### config.mk
export PLATFORM = sky130hd
export DESIGN_NAME = calc_control
export DESIGN_NICKNAME = d
export VERILOG_FILES = /design/src/rtl/calc_control.sv
export SDC_FILE = /design/constraint.sdc
export NUM_CORES = 1
export LEC_CHECK = 0
export CORE_UTILIZATION = 56
export CTS_CLUSTER_DIAMETER = 100
export DETAILED_ROUTE_END_ITERATION = 10
export PLACE_DENSITY_LB_ADDON = 0.25
export SLEW_MARGIN = 20
export SYNTH_ARGS = -nofsm -noshare
export SYNTH_HDL_FRONTEND = slang
export SYNTH_SLANG_ARGS = --single-unit
### constraint.sdc
create_clock -name CLK -period 2.9 [get_ports CLK]
set_input_delay 0.58 -clock CLK [delete_from_list [all_inputs] [get_ports CLK]]
set_output_delay 0.58 -clock CLK [all_outputs]
set_load 0.01 [all_outputs]
### src/rtl/calc_control.sv
// ============================================================================
// Module   : calc_control
// Purpose  : Calculator sequencer that latches A/op/B and computes an 8-bit
//            signed add/sub with overflow, driving the display value.
// Revision : 1.0
// ============================================================================
`default_nettype none

module calc_control #(
    parameter int WIDTH = 8
) (
    input  logic             CLK,
    input  logic             RESET,
    input  logic             key_valid,
    input  logic [3:0]       key_code,
    input  logic [WIDTH-1:0] operand,
    output logic [WIDTH-1:0] disp,
    output logic             overflow,
    output logic             op_sub,
    output logic             done,
    output logic             entry_clr,
    output logic [1:0]       state
);

    typedef enum logic [1:0] {
        S_ENTER_A = 2'd0,
        S_ENTER_B = 2'd1,
        S_COMPUTE = 2'd2,
        S_RESULT  = 2'd3
    } state_t;

    localparam logic [3:0] C_KEY_ADD   = 4'd10;
    localparam logic [3:0] C_KEY_SUB   = 4'd11;
    localparam logic [3:0] C_KEY_EQ    = 4'd14;
    localparam logic [3:0] C_KEY_CLEAR = 4'd15;

    state_t             state_q, state_d;
    logic [WIDTH-1:0]   reg_a_q, reg_a_d;
    logic [WIDTH-1:0]   reg_b_q, reg_b_d;
    logic [WIDTH-1:0]   result_q, result_d;
    logic               op_sub_q, op_sub_d;
    logic               overflow_q, overflow_d;
    logic               done_q, done_d;
    logic               entry_clr_q, entry_clr_d;

    logic               w_digit, w_op, w_eq, w_clear;
    logic [WIDTH:0]     w_a_ext, w_b_ext, w_sum;

    assign w_digit = key_valid && (key_code <= 4'd9);
    assign w_op    = key_valid && ((key_code == C_KEY_ADD) || (key_code == C_KEY_SUB));
    assign w_eq    = key_valid && (key_code == C_KEY_EQ);
    assign w_clear = key_valid && (key_code == C_KEY_CLEAR) && (state_q != S_COMPUTE);

    // One 9-bit path for both operators, so subtracting the most negative
    // value overflows naturally instead of needing a separate negate.
    assign w_a_ext = {reg_a_q[WIDTH-1], reg_a_q};
    assign w_b_ext = op_sub_q ? ~{reg_b_q[WIDTH-1], reg_b_q} : {reg_b_q[WIDTH-1], reg_b_q};
    assign w_sum   = w_a_ext + w_b_ext + {{WIDTH{1'b0}}, op_sub_q};

    always_ff @(posedge CLK) begin
        if (RESET) begin
            state_q     <= S_ENTER_A;
            reg_a_q     <= '0;
            reg_b_q     <= '0;
            result_q    <= '0;
            op_sub_q    <= 1'b0;
            overflow_q  <= 1'b0;
            done_q      <= 1'b0;
            entry_clr_q <= 1'b0;
        end else begin
            state_q     <= state_d;
            reg_a_q     <= reg_a_d;
            reg_b_q     <= reg_b_d;
            result_q    <= result_d;
            op_sub_q    <= op_sub_d;
            overflow_q  <= overflow_d;
            done_q      <= done_d;
            entry_clr_q <= entry_clr_d;
        end
    end

    always_comb begin
        state_d     = state_q;
        reg_a_d     = reg_a_q;
        reg_b_d     = reg_b_q;
        result_d    = result_q;
        op_sub_d    = op_sub_q;
        overflow_d  = overflow_q;
        done_d      = 1'b0;
        entry_clr_d = 1'b0;

        case (state_q)
            S_ENTER_A: begin
                if (w_op) begin
                    reg_a_d     = operand;
                    op_sub_d    = (key_code == C_KEY_SUB);
                    entry_clr_d = 1'b1;
                    state_d     = S_ENTER_B;
                end
            end
            S_ENTER_B: begin
                if (w_op) begin
                    op_sub_d = (key_code == C_KEY_SUB);
                end else if (w_eq) begin
                    reg_b_d = operand;
                    state_d = S_COMPUTE;
                end
            end
            S_COMPUTE: begin
                result_d    = w_sum[WIDTH-1:0];
                overflow_d  = w_sum[WIDTH] ^ w_sum[WIDTH-1];
                done_d      = 1'b1;
                entry_clr_d = 1'b1;
                state_d     = S_RESULT;
            end
            S_RESULT: begin
                if (w_digit) begin
                    state_d = S_ENTER_A;
                end else if (w_op) begin
                    reg_a_d     = result_q;
                    op_sub_d    = (key_code == C_KEY_SUB);
                    entry_clr_d = 1'b1;
                    state_d     = S_ENTER_B;
                end
            end
            default: state_d = S_ENTER_A;
        endcase

        if (w_clear) begin
            reg_a_d     = '0;
            reg_b_d     = '0;
            result_d    = '0;
            op_sub_d    = 1'b0;
            overflow_d  = 1'b0;
            entry_clr_d = 1'b1;
            state_d     = S_ENTER_A;
        end
    end

    assign disp      = (state_q == S_RESULT) ? result_q : operand;
    assign overflow  = overflow_q;
    assign op_sub    = op_sub_q;
    assign done      = done_q;
    assign entry_clr = entry_clr_q;
    assign state     = state_q;

endmodule

`default_nettype wire
# ---- Word-level counts from Yosys, hierarchy flattened
# Index checks and enable logic that the tools add are counted.
dict set report classes {
  n_addsub 2
  magnitude_cmp 1
  eq_ne 13
  mux 19
  bitwise_logic 3
  n_reduce_logical 15
}
# operator count
set ops {}
lappend ops {{$mux 8} 4}
lappend ops {{$eq 4x4->1 const B} 4}
lappend ops {{$pmux 8 s2} 1}
lappend ops {{$ne 2x2->1 const B} 6}
lappend ops {{$add 9x1->9} 1}
lappend ops {{$add 9x9->9} 1}
lappend ops {{$mux 9} 1}
lappend ops {{$not 9->9} 1}
lappend ops {{$mux 2} 4}
lappend ops {{$pmux 2 s4} 1}
lappend ops {{$mux 1} 6}
lappend ops {{$logic_and 1x1->1} 5}
lappend ops {{$eq 2x2->1 const B} 2}
lappend ops {{$le 4x4->1 const B} 1}
lappend ops {{$reduce_and 2->1} 2}
lappend ops {{$reduce_and 4->1} 1}
lappend ops {{$reduce_bool 2->1} 2}
lappend ops {{$reduce_or 2->1} 2}
lappend ops {{$pmux 1 s3} 1}
lappend ops {{$reduce_and 3->1} 1}
lappend ops {{$eq 2x1->1 const B} 1}
lappend ops {{$logic_not 2->1} 1}
lappend ops {{$pmux 1 s2} 1}
lappend ops {{$logic_or 1x1->1} 1}
lappend ops {{other kinds (2)} 2}
dict set report word_totals {
  register_bits 30
  in_bits 15
  out_inout_bits 14
  wordCells 61
}

# ---- Longest topological paths before layout
# Gate-level depths: netlist of the first run.
dict set report logic_depth {
  depth_word 7
  depth_mapped 9
  mapped_depth_nobuf 8
}

# ---- Least setup slack after synthesis of the first run
# No wires, ideal clock.
dict set report synth_timing {
  path_type {register to register}
  startpoint {register op_sub_q (netlist: op_sub)}
  endpoint {register overflow_q (netlist: overflow)}
  setup_time_ps 86
  arrival_time_ps 1939
  slack_ps 875
  stages_incl_launch_ff 10
  period_less_slack_ps 2025
  cell_sequence {dfxtp_1 > buf_6 > xor2_1 > inv_1 > fa_1 > nor2b_1 > o31ai_1 > a32oi_1 > xor2_1 > a211oi_1}
}
dict set report synth_between {
  elab_chain_cells 4
}
# item line_no
set synth_lines {}
lappend synth_lines {{from (decl)} 41} ;# logic op_sub_q, op_sub_d;
lappend synth_lines {{from (signal assigned)} 75} ;# op_sub_q <= op_sub_d;
lappend synth_lines {{$mux 9} 57} ;# assign w_b_ext = op_sub_q ? ~{reg_b_q[WIDTH-1], reg_b_q} : {reg_b_q[WIDTH-1], reg_b_q};
lappend synth_lines {{$add 9x9->9} 58} ;# assign w_sum = w_a_ext + w_b_ext + {{WIDTH{1'b0}}, op_sub_q};
lappend synth_lines {{$add 9x1->9 (*)} 58}
lappend synth_lines {{$xor 1x1->1 (*)} 111} ;# overflow_d = w_sum[WIDTH] ^ w_sum[WIDTH-1];
lappend synth_lines {{to (signal assigned)} 76} ;# overflow_q <= overflow_d;
lappend synth_lines {{to (decl)} 42} ;# logic overflow_q, overflow_d;
# Mark *: on every way between the ends. The rest lies on a longest branch, timed or not.
# A chain may end at the register's enable or synchronous reset.

# ---- Final worst setup path of the first run
dict set report layout_timing {
  startpoint {register state_q[0] (netlist: state[0])}
  endpoint {output port disp[5]}
}
dict set report layout_between {
  elab_chain_cells 2
}
# item line_no
set layout_lines {}
lappend layout_lines {{from (decl)} 37} ;# state_t state_q, state_d;
lappend layout_lines {{from (signal assigned)} 71} ;# state_q <= state_d;
lappend layout_lines {{$eq 2x2->1} 140} ;# assign disp = (state_q == S_RESULT) ? result_q : operand;
lappend layout_lines {{$mux 8} 140}
lappend layout_lines {{to (decl)} 17} ;# output logic [WIDTH-1:0] disp,
# No other way between the ends.

==> qor.yml, run 1 <==
tightest_slew_ns: 0.476
clock_path_buffers: 2
drc: 0
synth_edf_count: 0
worstPathRequired_ns: 2.32
portBuffers: 28
grtUsageTotal_pct: 25.5
synth_nets: 204
fin_worst_skew_ns: 0.00973
synth.avg_cell_area_um2: 9.17
ys_async_sr_fraction_pct: 0
cts.sinks: 30
seqCellArea_um2: 601
p_leak_nw: 0.819
relSlewSlack_pct: 68.3
htree_num_levels: 2
start_util_pct: 59.7
antennaDiodeCount: 0
ir_drop_v: 0.000408
final_max_slew_viol_count: 0
ys_types: 44
synth_mux_area_share_pct: 15.7
fin_nets: 235
grt_pass1_wl_um: 6220
r2r-start: "op_sub$_SDFFE_PP0P_"
rrSetupSlack_ns: 0.54
cp_max_fo: 9
synthSimpleGateAreaFrac_pct: 18.4
crit_arrival_ns: 2.04
synth_fa_ha_area_share_pct: 6.48
grt_pass1_vias: 1408
wire_per_inst_um: 15.1
place_area_um2: 1950
criticalPathCategory: "reg -> out"
fmax_mhz: 381
startpoint: "state[0]$_SDFFE_PP0P_"
first_iter_violations: 117
ys.flop_type: "dfxtp_1"
finalCriticalPeriod_ns: 2.62
ys_seq_area_share_pct: 36.2
setup_viol: 0
holdWs_ns: 0.453
synth-warning-count: 0
final_common_cell: "dfxtp_1"
vias: 1439
hold_violations: 0
power.density_nw_per_um2: 378
clock_latency_ns: 0.34
multi_input_area_um2: 986
vias_per_cell: 5.90
rsz0062_at_grt: "false"
final_util_pct: 72.4
grt_max_degree: 29
syn_inst: 181
core_region_area_um2: 2780
syn_to_final_growth_pct: 21.3
die-area_um2: 3190
tritoncts: "done"
gr-total-overflow: 0
max_cap_viol_count: 0
outcome: "completed"
period_share_pct: 90.4
gp_congestion: 0.826
fillers: 216
wirelength_um: 3680
drive_gt1_share_pct: 12.2
final_cell_mix: "30 x dfxtp_1, 28 x clkdlybuf4s50_1, 27 x nor2_1"
synth_top_family_by_area: "simple AND/OR/NAND/NOR gates"
hold_class: "reg -> reg"
cts-root-buf: "clkbuf_4"
stdcell_area_um2: 2010
cts.repair.resized: 0
synthXorXnorAreaFrac_pct: 5.28
clk_pin_slew_ns: 0.09
critPathCaptureType: "output port"
fin_tns_setup_ns: 0
syn_area_um2: 1660
post_cts_buffers: 0
ctsHoldBuffers: 0
hold_start: "result_q[6]$_SDFFE_PP0P_"
die_y_um: 56.5
synth-seq-cells: 30
dr.pass1.iters: 4
pin_count: 29
synth_compound_area_share_pct: 13.6
place_hpwl_um: 2680
rows: 19
ant_nets: 0
die_w_um: 56.5
start_kind: "flop"
antenna_found_initial: 0
numCtsBuffers: 5
-- power by group --
part           switching [mW]  leakage [nW]  internal (mW)
registers             0.00311         0.242          0.415
logic                  0.0368         0.542         0.0456
clock network           0.144        0.0353          0.117
-- cell usage after synthesis, drive strengths merged (2+ instances only) --
cell | count | share of area (%)
a22oi | 2 | 0.90
and3 | 3 | 1.2
inv | 3 | 0.68
nor2 | 27 | 6.1
mux2 | 8 | 5.4
buf | 6 | 3.0
clkbuf | 3 | 0.75
a21oi | 10 | 3.0
nand2b | 2 | 1.2
nor2b | 4 | 1.5
o21ai | 7 | 2.3
a211oi | 3 | 1.4
mux2i | 17 | 10
ha | 7 | 5.3
a31oi | 2 | 0.75
xor2 | 9 | 4.7
nand3 | 4 | 1.2
nor3 | 3 | 1.6
nand2 | 14 | 3.2
dfxtp | 30 | 36
-- final timing paths --
kind                                   end  cells after the start
hold / removal    result_q[6]$_SDFFE_PP0P_                      2
setup / recovery                   disp[5]                      3
setup reg to reg     overflow$_SDFFE_PP0P_                      8
hold reg to reg   result_q[6]$_SDFFE_PP0P_                      2
-- through the flow --
stage | total power [mW] | instances | setup slack (ns)
after CTS | 0.765 | 244 | 0.280
after global routing | 0.796 | 244 | 0.181
after floorplan | 0.467 | 181 | 0.875
after detailed placement | 0.510 | 236 | 0.529
final | 0.762 | 244 | 0.278
after global placement | 0.507 | 236 | 0.535
-- critical path: stages (launching register included) --
cell,delay [ns]
dfxtp_1,0.49
nand2_1,0.34
mux2_2,0.35
clkdlybuf4s50_1,0.53
-- cells by family after synthesis --
| kind of cell | after synthesis |
|---|---|
| adder cells (fa/ha/maj) | 8 |
| multiplexers | 25 |
| XOR/XNOR | 10 |
| AND/OR/NAND/NOR | 62 |
| AO/OA/AOI/OAI | 34 |
| flip-flops | 30 |
| buffers and inverters | 12 |
-- flip-flops by register name (all words and copies together) (netlist names) --
signal and cells:
done 1, entry_clr 1, op_sub 1, overflow 1, reg_a_q 8, reg_b_q 8
result_q 8, state 2
-- layer usage --
layer / vias to the layer above / track usage, % / part of all wire [%]
met4: 0 / 15.0 / 2.7
met3: 12 / 5.76 / 5.2
met2: 48 / 42.5 / 48
met1: 674 / 29.6 / 44
met5: - / 0 / 0
li1: 705 / - / -
-- area by class of cell --
cell class / count / area share, %
repair buffers: 33 / 15.8
clock buffers: 7 / 2.73
multi-input cells: 139 / 48.9
clock inverters: 1 / 0.248
flip-flops and latches: 30 / 29.8
inverters: 3 / 0.559
well taps: 31 / 1.93
Note: power is estimated with default switching activity, not from simulation.
==> inputs of run 2 (changes only) <==
Settings changed: CORE_UTILIZATION 56 to 52.
Clock period 2.9 ns to 2.8 ns, I/O delays scaled along.
==> qor.yml, run 2 (synthesis gave the netlist of run 1 again) <==
outcome: "completed"
clock_latency_ns: 0.33
syn_to_final_growth_pct: 21.9
grt_max_degree: 29
ctsHoldBuffers: 0
grt_pass1_vias: 1358
grt_pass1_wl_um: 5780
rsz0062_at_grt: "false"
worstPathRequired_ns: 2.24
antennaDiodeCount: 0
numCtsBuffers: 5
cts.repair.resized: 0
drc: 0
fmax_mhz: 392
tritoncts: "done"
largestRegisters: "reg_a_q (8), reg_b_q (8), result_q (8)"
critPathCaptureType: "output port"
hold_violations: 0
gr-total-overflow: 0
fin_nets: 234
seqCellArea_um2: 601
die_w_um: 58.5
start_util_pct: 54.4
ant_nets: 0
dr.pass1.iters: 4
first_iter_violations: 57
wirelength_um: 3490
rows: 20
pin_count: 29
final_cell_mix: "30 x dfxtp_1, 28 x clkdlybuf4s50_1, 27 x nor2_1"
final_common_cell: "dfxtp_1"
clock_path_buffers: 2
antenna_found_initial: 0
fillers: 277
die-area_um2: 3420
start_kind: "flop"
gp_congestion: 0.877
rrSetupSlack_ns: 0.50
criticalPathCategory: "reg -> out"
worst_slack_ns: 0.250
relSlewSlack_pct: 68.1
hold_class: "reg -> reg"
cts.sinks: 30
vias_per_cell: 5.47
core_region_area_um2: 3050
cp_max_fo: 9
period_share_pct: 91.1
max_cap_viol_count: 0
clk_pin_slew_ns: 0.09
multi_input_area_um2: 986
place_area_um2: 1960
ir_drop_v: 0.000229
final_max_slew_viol_count: 0
dp_worst_setup_slack_ns: 0.495
vias: 1401
place_hpwl_um: 2550
drive_gt1_share_pct: 11.8
p_leak_nw: 0.814
finalCriticalPeriod_ns: 2.55
setup_viol: 0
die_y_um: 58.5
grtUsageTotal_pct: 22.9
holdWs_ns: 0.460
wire_per_inst_um: 13.6
power.density_nw_per_um2: 387
fin_tns_setup_ns: 0
fin_worst_skew_ns: 0.0100
cts-root-buf: "clkbuf_4"
htree_num_levels: 2
portBuffers: 28
stdcell_area_um2: 2020
crit_arrival_ns: 1.99
tightest_slew_ns: 0.479
power_uw: 783
post_cts_buffers: 0
[run 2: worst max-delay path, cell delays in order (launching register included)]
cell and delay, ns:
dfxtp_1 0.47, nand2_1 0.32, mux2_2 0.34, clkdlybuf4s50_1 0.53
[run 2: power breakdown]
part	switching, mW	internal (mW)	leakage (nW)
registers	0.00327	0.430	0.242
logic	0.0368	0.0468	0.537
clock network	0.144	0.121	0.0353
[run 2: stage by stage]
stage | util (%) | std cells
2_1_floorplan | - | 181
3_3_place_gp | 64.3 | 248
3_5_place_dp | 64.3 | 248
4_1_cts | 66.3 | 256
5_1_grt | 66.3 | 256
6_report | 66.3 | 256
[run 2: area by class of cell]
type / count / area share (%)
tap: 44 / 2.72
clock inverter: 1 / 0.247
sequential: 30 / 29.7
clock buffer: 7 / 2.72
inverter: 3 / 0.557
timing repair buffer: 32 / 15.3
multi-input combinational: 139 / 48.7
[run 2: worst paths after layout]
kind | cells past startpoint | to | startpoint
max | 3 | disp[4] | state[0]$_SDFFE_PP0P_
min | 2 | result_q[4]$_SDFFE_PP0P_ | result_q[4]$_SDFFE_PP0P_
max reg2reg | 8 | overflow$_SDFFE_PP0P_ | op_sub$_SDFFE_PP0P_
min reg2reg | 2 | result_q[4]$_SDFFE_PP0P_ | result_q[4]$_SDFFE_PP0P_
[run 2: layer usage]
metal  global-route usage [%]  vias to the layer above  routed length, um
met5                        0                        -                  0
met2                     39.2                       35               1700
met1                     26.3                      655               1550
met4                     11.2                        0                 62
li1                         -                      702                  -
met3                     6.15                        9                172
==> inputs of run 3 (changes only) <==
Settings changed: CORE_UTILIZATION 52 to 47, GPL_TIMING_DRIVEN set to 1.
Clock period 2.8 ns to 2.2 ns, I/O delays scaled along.
==> qor.yml, run 3 (synthesis gave the netlist of run 1 again) <==
outcome: "completed"
largestRegisters: "reg_a_q (8), reg_b_q (8), result_q (8)"
first_iter_violations: 69
grt_pass1_vias: 1415
multi_input_area_um2: 986
ant_nets: 0
final_util_pct: 63.9
clock_path_buffers: 2
criticalPathCategory: "reg -> reg"
grt_max_degree: 29
dr.pass1.iters: 5
ir_drop_v: 0.000442
cts-root-buf: "clkbuf_4"
start_util_pct: 49.4
vias_per_cell: 5.34
cpMostUsedCell: "xor2_1"
setup_viol: 0
clock_latency_ns: 0.34
period_share_pct: 94.8
core_region_area_um2: 3360
final_max_slew_viol_count: 0
power.density_nw_per_um2: 510
drive_gt1_share_pct: 16.1
numCtsBuffers: 5
worstPathCellList: "buf_4 -> xor2_1 -> ha_1 -> and2_1 -> a221o_1 -> a21oi_1 -> xor2_1 -> a211oi_1"
fin_worst_skew_ns: 0.00504
p_leak_nw: 0.949
pin_count: 29
start_kind: "flop"
max_cap_viol_count: 0
fin_tns_setup_ns: 0
critPathCaptureType: "flop"
worstPathRequired_ns: 2.46
clk_pin_slew_ns: 0.09
tightest_slew_ns: 0.494
final_common_cell: "dfxtp_1"
die_y_um: 61.4
rsz0062_at_grt: "false"
antenna_found_initial: 0
seqCellArea_um2: 602
wire_per_inst_um: 14.6
grtUsageTotal_pct: 23.6
crit_arrival_ns: 2.35
htree_num_levels: 2
die-area_um2: 3770
cts.sinks: 30
grt_pass1_wl_um: 6320
power_mw: 1.10
wirelength_um: 3920
gr-total-overflow: 0
die_w_um: 61.4
cp_slowest_stage_delay_ns: 0.35
antennaDiodeCount: 0
finalCriticalPeriod_ns: 2.08
syn_to_final_growth_pct: 29.4
cp_slowest_cell: "a221o_1"
relSlewSlack_pct: 67.1
cp_max_fo: 6
ctsHoldBuffers: 0
fmax_mhz: 480
hold_violations: 0
hold_class: "reg -> reg"
fin_nets: 245
fillers: 315
portBuffers: 28
place_hpwl_um: 2920
tritoncts: "done"
drc: 0
vias: 1436
final_cell_mix: "29 x dfxtp_1, 27 x nor2_1, 20 x clkdlybuf4s50_1"
rows: 21
gp_congestion: 0.931
==> run 3: changes by cell type in the layout (fill, tap and decap cells not counted) <==
cell             change
buf_4               +10
dfxtp_2              +1
buf_6                +1
clkinv_2             -1
clkdlybuf4s50_1      -8
bufinv_16            +1
dfxtp_1              -1
clkbuf_8             -1
dlymetal6s2s_1       +8
clkbuf_1             +1
==> run 3: worst paths after layout <==
path,startpoint,endpoint,slack (ns),cells after the start
max,op_sub$_SDFFE_PP0P_,overflow$_SDFFE_PP0P_,0.12,8
min,result_q[3]$_SDFFE_PP0P_,result_q[3]$_SDFFE_PP0P_,0.46,2
max reg2reg,op_sub$_SDFFE_PP0P_,overflow$_SDFFE_PP0P_,0.12,8
min reg2reg,result_q[3]$_SDFFE_PP0P_,result_q[3]$_SDFFE_PP0P_,0.46,2
==> run 3: report_power, final <==
group	switching, mW	internal [mW]	total (mW)
Clock	0.195	0.241	0.436
Combinational	0.0500	0.0604	0.110
Sequential	0.00305	0.547	0.550
Total	0.248	0.849	1.10
==> run 3: cell type report <==
type,count,share of cell area (%)
inverter,3,0.524
multi-input combinational,139,45.9
clock inverter,1,1.40
timing repair buffer,43,19.4
clock buffer,7,2.10
tap,46,2.68
sequential,30,28.0
==> run 3: what timing repair did <==
item	CTS	global route
endpoints found under the setup margin	8	10
pin swaps	0	1
gates resized for setup	1	9
setup buffers	0	1
endpoints found under the hold margin	0	0
==> run 3: routing by layer <==
layer / routed length, um / part of all wire, % / GRT usage [%] / up-vias
met1: 1790 / 46 / 28.4 / 683
li1: - / - / - / 720
met2: 1920 / 49 / 39.0 / 26
met5: 0 / 0 / 0 / -
met4: 62 / 1.6 / 9.84 / 0
met3: 150 / 3.8 / 7.77 / 7
==> run 3: worst max-delay path: cells and delay by family, from the launching register on <==
| family | cells | cell delay, ns |
|---|---|---|
| XOR/XNOR | 2 | 0.25 |
| buffers and inverters | 1 | 0.16 |
| AND/OR/NAND/NOR | 1 | 0.18 |
| AO/OA/AOI/OAI | 3 | 0.73 |
| adder cells (fa/ha/maj) | 1 | 0.33 |
| flip-flops | 1 | 0.34 |
==> run 3: through the flow <==
step	setup slack, ns	hold slack [ns]	std cells	instance area (um^2)
global placement	0.138	0.441	260	2040
finish	0.115	0.458	269	2150
CTS	0.0138	0.462	268	2120
global route	0.000887	0.472	269	2150
detailed placement	0.104	0.447	260	2040
floorplan	0.175	0.427	181	1660
